`src/rtl/packet_disassembler_if.sv`:
```
// rtl/packet_disassembler_if.sv - data island packet beat input and decoded packet output bundle
interface packet_disassembler_if;
   logic        enable;
   logic        packet_start;
   logic [8:0]  packet_data;
   logic [23:0] header;
   logic [55:0] sub [3:0];
   logic        packet_valid;
   logic [4:0]  ecc_error;
   logic [4:0]  ecc_corrected;
   logic        framing_error;

   modport master (
      output enable, packet_start, packet_data,
      input  header, sub, packet_valid, ecc_error, ecc_corrected, framing_error
   );

   modport slave (
      input  enable, packet_start, packet_data,
      output header, sub, packet_valid, ecc_error, ecc_corrected, framing_error
   );
endinterface

```
`src/rtl/packet_disassembler.sv`:
```
// rtl/packet_disassembler.sv - rebuilds 32-beat data island packets and checks the five BCH blocks
// Optional single-bit correction stage: PACKET_ECC_CORRECT_EN
module packet_disassembler (
   input  logic                  i_clk_pixel,
   input  logic                  i_reset,
   packet_disassembler_if.slave  pkt
);
   typedef enum logic {IDLE, COLLECT} state_t;

   state_t      r_state, w_state_next;
   logic [4:0]  r_k, w_k_next;
   logic        w_capture, w_first, w_done, w_frame;
   logic [4:0]  w_beat;

   logic [31:0] r_hdr_cw, w_hdr_cw;
   logic [63:0] r_sub_cw [3:0];
   logic [63:0] w_sub_cw [3:0];
   logic [7:0]  r_ecc_hdr, w_ecc_hdr;
   logic [7:0]  r_ecc_sub [3:0];
   logic [7:0]  w_ecc_sub [3:0];
   logic [7:0]  w_syn_hdr;
   logic [7:0]  w_syn_sub [3:0];

   logic        r_valid;
   logic        r_framing;
   logic [23:0] r_header;
   logic [55:0] r_sub [3:0];
   logic [4:0]  r_ecc_error;

   function automatic logic [7:0] f_ecc_step(input logic [7:0] e, input logic b);
      f_ecc_step = (e >> 1) ^ ((e[0] ^ b) ? 8'b1000_0011 : 8'h00);
   endfunction

   always_ff @(posedge i_clk_pixel or posedge i_reset) begin
      if (i_reset) begin
         r_state <= IDLE;
         r_k     <= 5'd0;
      end else begin
         r_state <= w_state_next;
         r_k     <= w_k_next;
      end
   end

   // A start beat always opens a fresh packet, aborting any partial one in progress
   always_comb begin
      w_state_next = r_state;
      w_k_next     = r_k;
      w_capture    = 1'b0;
      w_first      = 1'b0;
      w_done       = 1'b0;
      w_frame      = 1'b0;
      case (r_state)
         IDLE: begin
            if (pkt.enable && pkt.packet_start) begin
               w_capture    = 1'b1;
               w_first      = 1'b1;
               w_k_next     = 5'd1;
               w_state_next = COLLECT;
            end
         end
         COLLECT: begin
            if (!pkt.enable) begin
               w_frame      = 1'b1;
               w_k_next     = 5'd0;
               w_state_next = IDLE;
            end else if (pkt.packet_start) begin
               w_frame      = 1'b1;
               w_capture    = 1'b1;
               w_first      = 1'b1;
               w_k_next     = 5'd1;
            end else begin
               w_capture = 1'b1;
               w_k_next  = r_k + 5'd1;
               if (r_k == 5'd31) begin
                  w_done       = 1'b1;
                  w_state_next = IDLE;
               end
            end
         end
         default: w_state_next = IDLE;
      endcase
   end

   assign w_beat = w_first ? 5'd0 : r_k;

   // Codewords shift in from the top so the first wire bit lands at bit 0 after 32 beats
   always_comb begin
      w_hdr_cw  = {pkt.packet_data[0], r_hdr_cw[31:1]};
      w_ecc_hdr = w_first ? 8'h00 : r_ecc_hdr;
      if (w_beat < 5'd24)
         w_ecc_hdr = f_ecc_step(w_ecc_hdr, pkt.packet_data[0]);
      w_syn_hdr = w_ecc_hdr ^ w_hdr_cw[31:24];
      for (int i = 0; i < 4; i++) begin
         w_sub_cw[i]  = {pkt.packet_data[5+i], pkt.packet_data[1+i], r_sub_cw[i][63:2]};
         w_ecc_sub[i] = w_first ? 8'h00 : r_ecc_sub[i];
         if (w_beat < 5'd28)
            w_ecc_sub[i] = f_ecc_step(f_ecc_step(w_ecc_sub[i], pkt.packet_data[1+i]),
                                      pkt.packet_data[5+i]);
         w_syn_sub[i] = w_ecc_sub[i] ^ w_sub_cw[i][63:56];
      end
   end

   always_ff @(posedge i_clk_pixel or posedge i_reset) begin
      if (i_reset) begin
         r_hdr_cw  <= 32'd0;
         r_ecc_hdr <= 8'h00;
         for (int i = 0; i < 4; i++) begin
            r_sub_cw[i]  <= 64'd0;
            r_ecc_sub[i] <= 8'h00;
         end
      end else if (w_capture) begin
         r_hdr_cw  <= w_hdr_cw;
         r_ecc_hdr <= w_ecc_hdr;
         for (int i = 0; i < 4; i++) begin
            r_sub_cw[i]  <= w_sub_cw[i];
            r_ecc_sub[i] <= w_ecc_sub[i];
         end
      end
   end

`ifdef PACKET_ECC_CORRECT_EN
   logic        r_s1_valid;
   logic [31:0] r_s1_hdr;
   logic [63:0] r_s1_sub [3:0];
   logic [7:0]  r_s1_syn_hdr;
   logic [7:0]  r_s1_syn_sub [3:0];
   logic [31:0] w_fix_hdr;
   logic [63:0] w_fix_sub [3:0];
   logic        w_hit_hdr;
   logic [3:0]  w_hit_sub;
   logic [4:0]  r_ecc_corrected;

   // Syndrome produced by a lone error at codeword position j of a block with n data bits
   function automatic logic [7:0] f_pos_syn(input int j, input int n);
      logic [7:0] e;
      e = 8'h00;
      if (j >= n)
         e = 8'd1 << (j - n);
      else
         for (int b = 0; b < n; b++)
            e = f_ecc_step(e, b == j);
      f_pos_syn = e;
   endfunction

   always_ff @(posedge i_clk_pixel or posedge i_reset) begin
      if (i_reset) begin
         r_s1_valid   <= 1'b0;
         r_s1_hdr     <= 32'd0;
         r_s1_syn_hdr <= 8'h00;
         for (int i = 0; i < 4; i++) begin
            r_s1_sub[i]     <= 64'd0;
            r_s1_syn_sub[i] <= 8'h00;
         end
      end else begin
         r_s1_valid <= w_done;
         if (w_done) begin
            r_s1_hdr     <= w_hdr_cw;
            r_s1_syn_hdr <= w_syn_hdr;
            for (int i = 0; i < 4; i++) begin
               r_s1_sub[i]     <= w_sub_cw[i];
               r_s1_syn_sub[i] <= w_syn_sub[i];
            end
         end
      end
   end

   always_comb begin
      w_fix_hdr = r_s1_hdr;
      w_hit_hdr = 1'b0;
      for (int j = 0; j < 32; j++)
         if (r_s1_syn_hdr != 8'h00 && r_s1_syn_hdr == f_pos_syn(j, 24)) begin
            w_fix_hdr[j] = ~r_s1_hdr[j];
            w_hit_hdr    = 1'b1;
         end
      for (int i = 0; i < 4; i++) begin
         w_fix_sub[i] = r_s1_sub[i];
         w_hit_sub[i] = 1'b0;
         for (int j = 0; j < 64; j++)
            if (r_s1_syn_sub[i] != 8'h00 && r_s1_syn_sub[i] == f_pos_syn(j, 56)) begin
               w_fix_sub[i][j] = ~r_s1_sub[i][j];
               w_hit_sub[i]    = 1'b1;
            end
      end
   end

   always_ff @(posedge i_clk_pixel or posedge i_reset) begin
      if (i_reset) begin
         r_valid         <= 1'b0;
         r_framing       <= 1'b0;
         r_header        <= 24'd0;
         r_ecc_error     <= 5'd0;
         r_ecc_corrected <= 5'd0;
         for (int i = 0; i < 4; i++)
            r_sub[i] <= 56'd0;
      end else begin
         r_valid   <= r_s1_valid;
         r_framing <= w_frame;
         if (r_s1_valid) begin
            r_header <= w_fix_hdr[23:0];
            r_ecc_error[4]     <= (r_s1_syn_hdr != 8'h00) && !w_hit_hdr;
            r_ecc_corrected[4] <= w_hit_hdr;
            for (int i = 0; i < 4; i++) begin
               r_sub[i]           <= w_fix_sub[i][55:0];
               r_ecc_error[i]     <= (r_s1_syn_sub[i] != 8'h00) && !w_hit_sub[i];
               r_ecc_corrected[i] <= w_hit_sub[i];
            end
         end
      end
   end

   assign pkt.ecc_corrected = r_ecc_corrected;
`else
   always_ff @(posedge i_clk_pixel or posedge i_reset) begin
      if (i_reset) begin
         r_valid     <= 1'b0;
         r_framing   <= 1'b0;
         r_header    <= 24'd0;
         r_ecc_error <= 5'd0;
         for (int i = 0; i < 4; i++)
            r_sub[i] <= 56'd0;
      end else begin
         r_valid   <= w_done;
         r_framing <= w_frame;
         if (w_done) begin
            r_header       <= w_hdr_cw[23:0];
            r_ecc_error[4] <= |w_syn_hdr;
            for (int i = 0; i < 4; i++) begin
               r_sub[i]       <= w_sub_cw[i][55:0];
               r_ecc_error[i] <= |w_syn_sub[i];
            end
         end
      end
   end

   assign pkt.ecc_corrected = 5'd0;
`endif

   assign pkt.packet_valid  = r_valid;
   assign pkt.framing_error = r_framing;
   assign pkt.header        = r_header;
   assign pkt.ecc_error     = r_ecc_error;
   assign pkt.sub           = r_sub;
endmodule

```
`src/flat_wrapper.sv`:
```
// flat-port wrapper written by rule: the top's interface ports become plain ports
module packet_disassembler_flat 
  (i_clk_pixel, i_reset, pkt_enable, pkt_packet_start, pkt_packet_data, pkt_header, pkt_sub, pkt_packet_valid, pkt_ecc_error, pkt_ecc_corrected, pkt_framing_error);
  packet_disassembler_if pkt_i ();
  input  logic i_clk_pixel;
  input  logic i_reset;
  input wire logic [$bits(pkt_i.enable)-1:0] pkt_enable;
  input wire logic [$bits(pkt_i.packet_start)-1:0] pkt_packet_start;
  input wire logic [$bits(pkt_i.packet_data)-1:0] pkt_packet_data;
  output wire logic [$bits(pkt_i.header)-1:0] pkt_header;
  output wire logic [$bits(pkt_i.sub)-1:0] pkt_sub;
  output wire logic [$bits(pkt_i.packet_valid)-1:0] pkt_packet_valid;
  output wire logic [$bits(pkt_i.ecc_error)-1:0] pkt_ecc_error;
  output wire logic [$bits(pkt_i.ecc_corrected)-1:0] pkt_ecc_corrected;
  output wire logic [$bits(pkt_i.framing_error)-1:0] pkt_framing_error;
  assign pkt_i.enable = pkt_enable;
  assign pkt_i.packet_start = pkt_packet_start;
  assign pkt_i.packet_data = pkt_packet_data;
  assign pkt_header = pkt_i.header;
  assign pkt_sub = {>>{pkt_i.sub}};
  assign pkt_packet_valid = pkt_i.packet_valid;
  assign pkt_ecc_error = pkt_i.ecc_error;
  assign pkt_ecc_corrected = pkt_i.ecc_corrected;
  assign pkt_framing_error = pkt_i.framing_error;
  packet_disassembler u_core (.i_clk_pixel(i_clk_pixel), .i_reset(i_reset), .pkt(pkt_i));
endmodule
```
`config.mk`:
```
export PLATFORM = sky130hd
export DESIGN_NAME = packet_disassembler_flat
export DESIGN_NICKNAME = d
export VERILOG_FILES = /design/src/rtl/packet_disassembler_if.sv /design/src/rtl/packet_disassembler.sv /design/src/flat_wrapper.sv
export SDC_FILE = /design/constraint.sdc
export NUM_CORES = 2
export LEC_CHECK = 0
export ABC_AREA = 1
export CAP_MARGIN = 20
export CORE_UTILIZATION = 25
export CTS_CLUSTER_DIAMETER = 40
export DETAILED_ROUTE_END_ITERATION = 7
export PLACE_DENSITY = 0.5
export SLEW_MARGIN = 30
export SYNTH_ARGS = -nofsm -noshare
export SYNTH_HDL_FRONTEND = slang
export SYNTH_SLANG_ARGS = --single-unit
```
`constraint.sdc`:
```
create_clock -name i_clk_pixel -period 24.1 [get_ports i_clk_pixel]
set_clock_uncertainty 0.2 [all_clocks]
set_input_delay 7.23 -clock i_clk_pixel [delete_from_list [all_inputs] [get_ports i_clk_pixel]]
set_output_delay 7.23 -clock i_clk_pixel [all_outputs]
set_load 0.01 [all_outputs]
```
# [Yosys cells after proc, flatten, opt, wreduce, memory -nomap -nowiden]
# Cells that the tools add are included.
[word_totals] inputBits=13 reg_bits=589 wordCells=95 output_inout_bits=260
[op_classes] mux=40 n_bitwise=24 order_cmp=2 reduce_logical=6 add_sub_neg=1 n_eq_ne=2
[op_table] operator="$mux W8" count=19
[op_table] operator="$xor A7 B8 Y8" count=9
[op_table] operator="$reduce_or A8 Y1" count=5
[op_table] operator="$xor A8 B8 Y8" count=5
[op_table] operator="$mux W5" count=4
[op_table] operator="$mux W1" count=13
[op_table] operator="$lt A5 B5 Y1 const B" count=2
[op_table] operator="$pmux W5 S2" count=1
[op_table] operator="$xor A1 B1 Y1" count=9
[op_table] operator="$pmux W1 S2" count=3
[op_table] operator="$add A5 B1 Y5 const B" count=1
[op_table] operator="$eq A5 B5 Y1 const B" count=1
[op_table] operator="$ne A2 B1 Y1 const B" count=1
[op_table] operator="$logic_and A1 B1 Y1" count=1
[op_table] operator="$not A1 Y1" count=1

# [Logic depth before layout (Yosys ltp)]
[depth] ltp_word=13 mapped_depth=15 depth_no_buf=13

# [Worst setup path after synthesis]
# No wires, ideal clock.
[synth_path] path_kind="in2reg" start="input port pkt_packet_start" end="register u_core.r_ecc_error[2], in the netlist u_core.pkt.ecc_error[2]" t_arrival_ps=8366 required_ps=23785 cell_stages=13 setup_slack_ps=15419 setup_ps=115 n_path_buf=3 path_cell_list="nand2_1 > buf_6 > buf_4 > buf_2 > nand4_1 > nand3_1 > nand2_1 > nor2_1 > nand2_1 > nor2_1 > nand3_1 > nor2_1 > nor2_1"
[synth_via] elab_chain_cells=13 elab_cells_between_ends=20 classes_between="order compare (1); mux (12); bitwise (5); reduce/logical (2)"
[synth_lines] item="start: declaration" line_no="flat_wrapper.sv:8" rtl="input wire logic [$bits(pkt_i.packet_start)-1:0] pkt_packet_start;"
[synth_lines] item="$mux W1 / $logic_and A1 B1 Y1 (equally long branches)" line_no="packet_disassembler.sv:66, packet_disassembler.sv:54"
[synth_lines] item="$mux W1, on equally long branches" line_no="packet_disassembler.sv:62, packet_disassembler.sv:54"
[synth_lines] item="$pmux W1 S2" line_no="packet_disassembler.sv:52" rtl="case (r_state)"
[synth_lines] item="$mux W8" line_no="packet_disassembler.sv:95" rtl="w_ecc_sub[i] = w_first ? 8'h00 : r_ecc_sub[i];"
[synth_lines] item="$xor A1 B1 Y1" line_no="packet_disassembler.sv:31" rtl="f_ecc_step = (e >> 1) ^ ((e[0] ^ b) ? 8'b1000_0011 : 8'h00);"
[synth_lines] item="$mux W8" line_no="packet_disassembler.sv:31"
[synth_lines] item="$xor A7 B8 Y8" line_no="packet_disassembler.sv:31"
[synth_lines] item="$xor A1 B1 Y1" line_no="packet_disassembler.sv:31"
[synth_lines] item="$mux W8" line_no="packet_disassembler.sv:31"
[synth_lines] item="$xor A7 B8 Y8" line_no="packet_disassembler.sv:31"
[synth_lines] item="$mux W8" line_no="packet_disassembler.sv:96" rtl="if (w_beat < 5'd28)"
[synth_lines] item="$xor A8 B8 Y8" line_no="packet_disassembler.sv:99" rtl="w_syn_sub[i] = w_ecc_sub[i] ^ w_sub_cw[i][63:56];"
[synth_lines] item="$reduce_or A8 Y1" line_no="packet_disassembler.sv:229" rtl="r_ecc_error[i] <= |w_syn_sub[i];"
[synth_lines] item="end signal: indexed assignment" line_no="packet_disassembler.sv:229"
[synth_lines] item="end: declaration" line_no="packet_disassembler.sv:28" rtl="logic [4:0] r_ecc_error;"
# Parallel ways exist; a longest one is shown, timed or not.
# A chain may end at the register's enable or synchronous reset.

# [Final worst setup path]
[layout_path] start="input port pkt_enable" end="register u_core.r_sub_cw[30] (netlist name)"
[layout_via] elab_chain_cells=3 elab_cells_between_ends=4 classes_between="mux (3); reduce/logical (1)"
[layout_lines] item="start: declaration" line_no="flat_wrapper.sv:7" rtl="input wire logic [$bits(pkt_i.enable)-1:0] pkt_enable;"
[layout_lines] item="$logic_and A1 B1 Y1" line_no="packet_disassembler.sv:54" rtl="if (pkt.enable && pkt.packet_start) begin"
[layout_lines] item="$mux W1" line_no="packet_disassembler.sv:54"
[layout_lines] item="$pmux W1 S2 *" line_no="packet_disassembler.sv:52"
[layout_lines] item="end signal: indexed assignment" line_no="packet_disassembler.sv:115" rtl="r_sub_cw[i] <= w_sub_cw[i];"
[layout_lines] item="end: declaration" line_no="packet_disassembler.sv:16" rtl="logic [63:0] r_sub_cw [3:0];"
# Mark *: on every way between the ends. The rest lies on a longest branch, timed or not.

==> results by group <==
Status
  – Status: finished clean

Final layout
  – Commonest cells after routing, fill and taps aside: 799 x nand2_1, 580 x dfrtp_1, 559 x o21ai_0
  – # diodes: 0
  – Nets: 2,887
  – Fin util: 33.5%
  – Fill count: 9,591
  – Layout cells sized above 1: 7.93%
  – Area delta synth->final: 32.4%
  – Commonest non-fill, non-tap cell in the layout: nand2_1

GRT
  – GRT Util Overall: 12.2%
  – Largest net degree at the start of global routing: 122
  – Grt total ovfl: 0
  – Initial antenna violation count: 5
  – First-pass GRT wire length: 93,200 µm
  – Vias in the first global route: 17,131

Timing
  – Final Hold Fails: 0
  – Max Clk Rate: 0.0883 GHz
  – Setup repair after global routing missed its margin: false
  – Slew Limit Headroom: 39.7%
  – Max-slew violation count: 0
  – Final period utilization: 47.0%
  – Post-layout min period: 11.32 ns
  – Final setup viols: 0
  – Worst-margin pin slew: 0.903 ns
  – Sum of negative setup slack: 0 ns

Power and ir drop
  – Power Density: 99.7 nW/µm²
  – Worst vdd ir: 0.0559 mV
  – Pleak: 13.9 nW

Critical path
  – Worst Setup SP: pkt_enable
  – Critical path launch point type: input port
  – Worst r2r src: u_core.r_state
  – Nature of the critical path endpoint: flop
  – Crit Path Max Fanout: 105
  – Worst setup path class: in -> reg
  – CP required: 24.37 ns
  – CP dominant cell by count: buf_4
  – Critical path arrival: 11.59 ns
  – Worst path slowest cell: buf_4
  – CP peak stage delay: 0.69 ns
  – Critical-path cell list: clkdlybuf4s50_1 > nand2_2 > buf_4 > inv_2 > nor2_4 > buf_4 > buf_6 > buf_6 > buf_4 > o21ai_0

Floorplanning
  – I/O pins: 273
  – # rows: 111
  – Vert. Die Dim: 307 µm
  – Starting Density: 25.3%
  – Die Wd: 307 µm
  – Die area: 94,600 µm²
  – Core ar.: 92,100 µm²

Routing
  – Antenna Violating Nets Remaining: 0
  – Via count: 17,274
  – Vias/cell: 4.11
  – Mean routed wirelength per cell: 13.4 µm
  – Drt drc: 0
  – Initial drt markers: 1,117
  – Router iterations before antenna repair: 5
  – WL final: 56,400 µm

Clocking
  – # clock sinks: 580
  – # H-tree levels: 3
  – Hold Buf Count CTS: 0
  – Setup Buffers After CTS: 0
  – CTS buffer count: 107
  – Clk pin slew, worst setup/hold paths: 0.05 ns
  – CTS tree: built
  – Skew-Pair Late Insertion Delay: 0.65 ns
  – Root buf cell: clkbuf_16
  – CTS resizes: 0
  – Clk buf depth: 3

Synth
  – Cells after Synth: 2,617
  – #FFs+latches synth: 580
  – Seq/Total Area, Yosys: 62.2%
  – Ys Warns: 0
  – Synth cell types: 32
  – Cell area after synthesis: 23,300 µm²
  – Average size of a mapped cell: 8.92 µm²

Placed design
  – Final GP Congestion: 0.743
  – Port buffer count: 267
  – DP HPWL: 35,000 µm

Run
  – Max-Cap Viols: 0

Hold path
  – Worst hold start: u_core.r_hdr_cw[1]
  – Min-Delay Path Class: reg -> reg
[routing by layer]
metal,vias up,global-route usage (%),part of all wire (%)
li1,8833,-,-
met1,7964,16.6,48
met5,-,0,0.11
met3,105,4.22,7.7
met4,8,4.26,2.2
met2,364,17.8,42
[sequential cells by signal, summed over array words and instances, names as in the netlist]
name and count:
u_core.pkt.ecc_error 5, u_core.pkt.framing_error 1, u_core.pkt.header 24, u_core.pkt.packet_valid 1, u_core.pkt.sub 224, u_core.r_ecc_hdr 8, u_core.r_ecc_sub 32, u_core.r_hdr_cw 31
u_core.r_k 5, u_core.r_state 1, u_core.r_sub_cw 248
[logic make-up (layout without fill, tap and decap cells)]
logic type,Yosys count,after routing,share of synthesized area [%]
flops,580,580,62.2
xor+xnor,4,4,0.150
other cells,1,5,0.0161
fa+ha+maj,2,2,0.107
simple gates,966,966,16.4
compound gates,589,589,12.8
buf+inv,475,817,8.24
[path summary, 6_finish.rpt]
kind                                   endpoint  slack, ns  depth (start not counted)
min in group asynchronous    u_core.pkt.sub[73]       6.86                          2
setup reg to reg            u_core.r_sub_cw[30]      20.13                          8
hold reg to reg            u_core.pkt.header[0]       0.27                          2
max in group asynchronous  u_core.r_sub_cw[213]      14.11                          5
hold / removal             u_core.pkt.header[0]       0.27                          2
setup / recovery            u_core.r_sub_cw[30]      12.78                         10
[critical path: cells and delay by family]
family / cells / cell delay (ns)
AOI/OAI and AO/OA: 1 / 0.21
and+or+nand+nor: 2 / 0.21
buffers and inverters: 7 / 3.73
[cell usage after synthesis]
cell | number | area share (%)
nor2_1 | 40 | 0.64
inv_2 | 3 | 0.048
o21ai_1 | 6 | 0.13
buf_6 | 7 | 0.34
conb_1 | 1 | 0.016
a31oi_1 | 7 | 0.19
nand3_2 | 2 | 0.086
o21ai_2 | 3 | 0.11
o211ai_1 | 9 | 0.29
buf_2 | 43 | 0.92
xnor2_1 | 1 | 0.038
nand3_1 | 95 | 2.0
buf_4 | 8 | 0.26
or2_2 | 6 | 0.16
o32ai_1 | 1 | 0.038
buf_1 | 1 | 0.016
dfrtp_1 | 580 | 62
xor2_1 | 3 | 0.11
or2_1 | 1 | 0.027
inv_4 | 1 | 0.027
a21oi_1 | 4 | 0.086
nand3b_1 | 2 | 0.064
nand4_1 | 17 | 0.46
clkbuf_1 | 90 | 1.4
nor2_2 | 1 | 0.027
nand2_1 | 800 | 13
nand2_2 | 1 | 0.027
clkinv_1 | 1 | 0.016
o21ai_0 | 559 | 12
nand2_4 | 1 | 0.048
ha_1 | 2 | 0.11
inv_1 | 321 | 5.2
[report_power, final]
| group | internal (mW) | switching (mW) | total, mW |
|---|---|---|---|
| clock | 1.00 | 0.536 | 1.54 |
| combinational | 0.110 | 0.220 | 0.330 |
| sequential | 1.13 | 0.0861 | 1.21 |
[final cells by class]
type	instances	area (µm²)	area share [%]
multi-input combinational	1566	6930	22.4
inverter	326	1230	3.99
clock inverter	73	903	2.92
sequential	580	14500	47.0
clock buffer	127	2840	9.20
tap	1243	1560	5.03
timing repair buffer	291	2920	9.44
[through the flow]
step | cell area [µm²] | power (mW) | instances | hold WS (ns) | worst slack [ns]
after floorplan | 23300 | 1.47 | 2621 | 0.242 | 0.442
after global placement | 27100 | 1.56 | 4004 | 0.251 | 11.64
after detailed placement | 27100 | 1.56 | 4004 | 0.259 | 11.52
after CTS | 30800 | 3.14 | 4204 | 0.272 | 12.19
after global routing | 30900 | 3.27 | 4206 | 0.294 | 12.30
final | 30900 | 3.08 | 4206 | 0.268 | 12.78
Note: power is estimated with default switching activity, not from simulation.
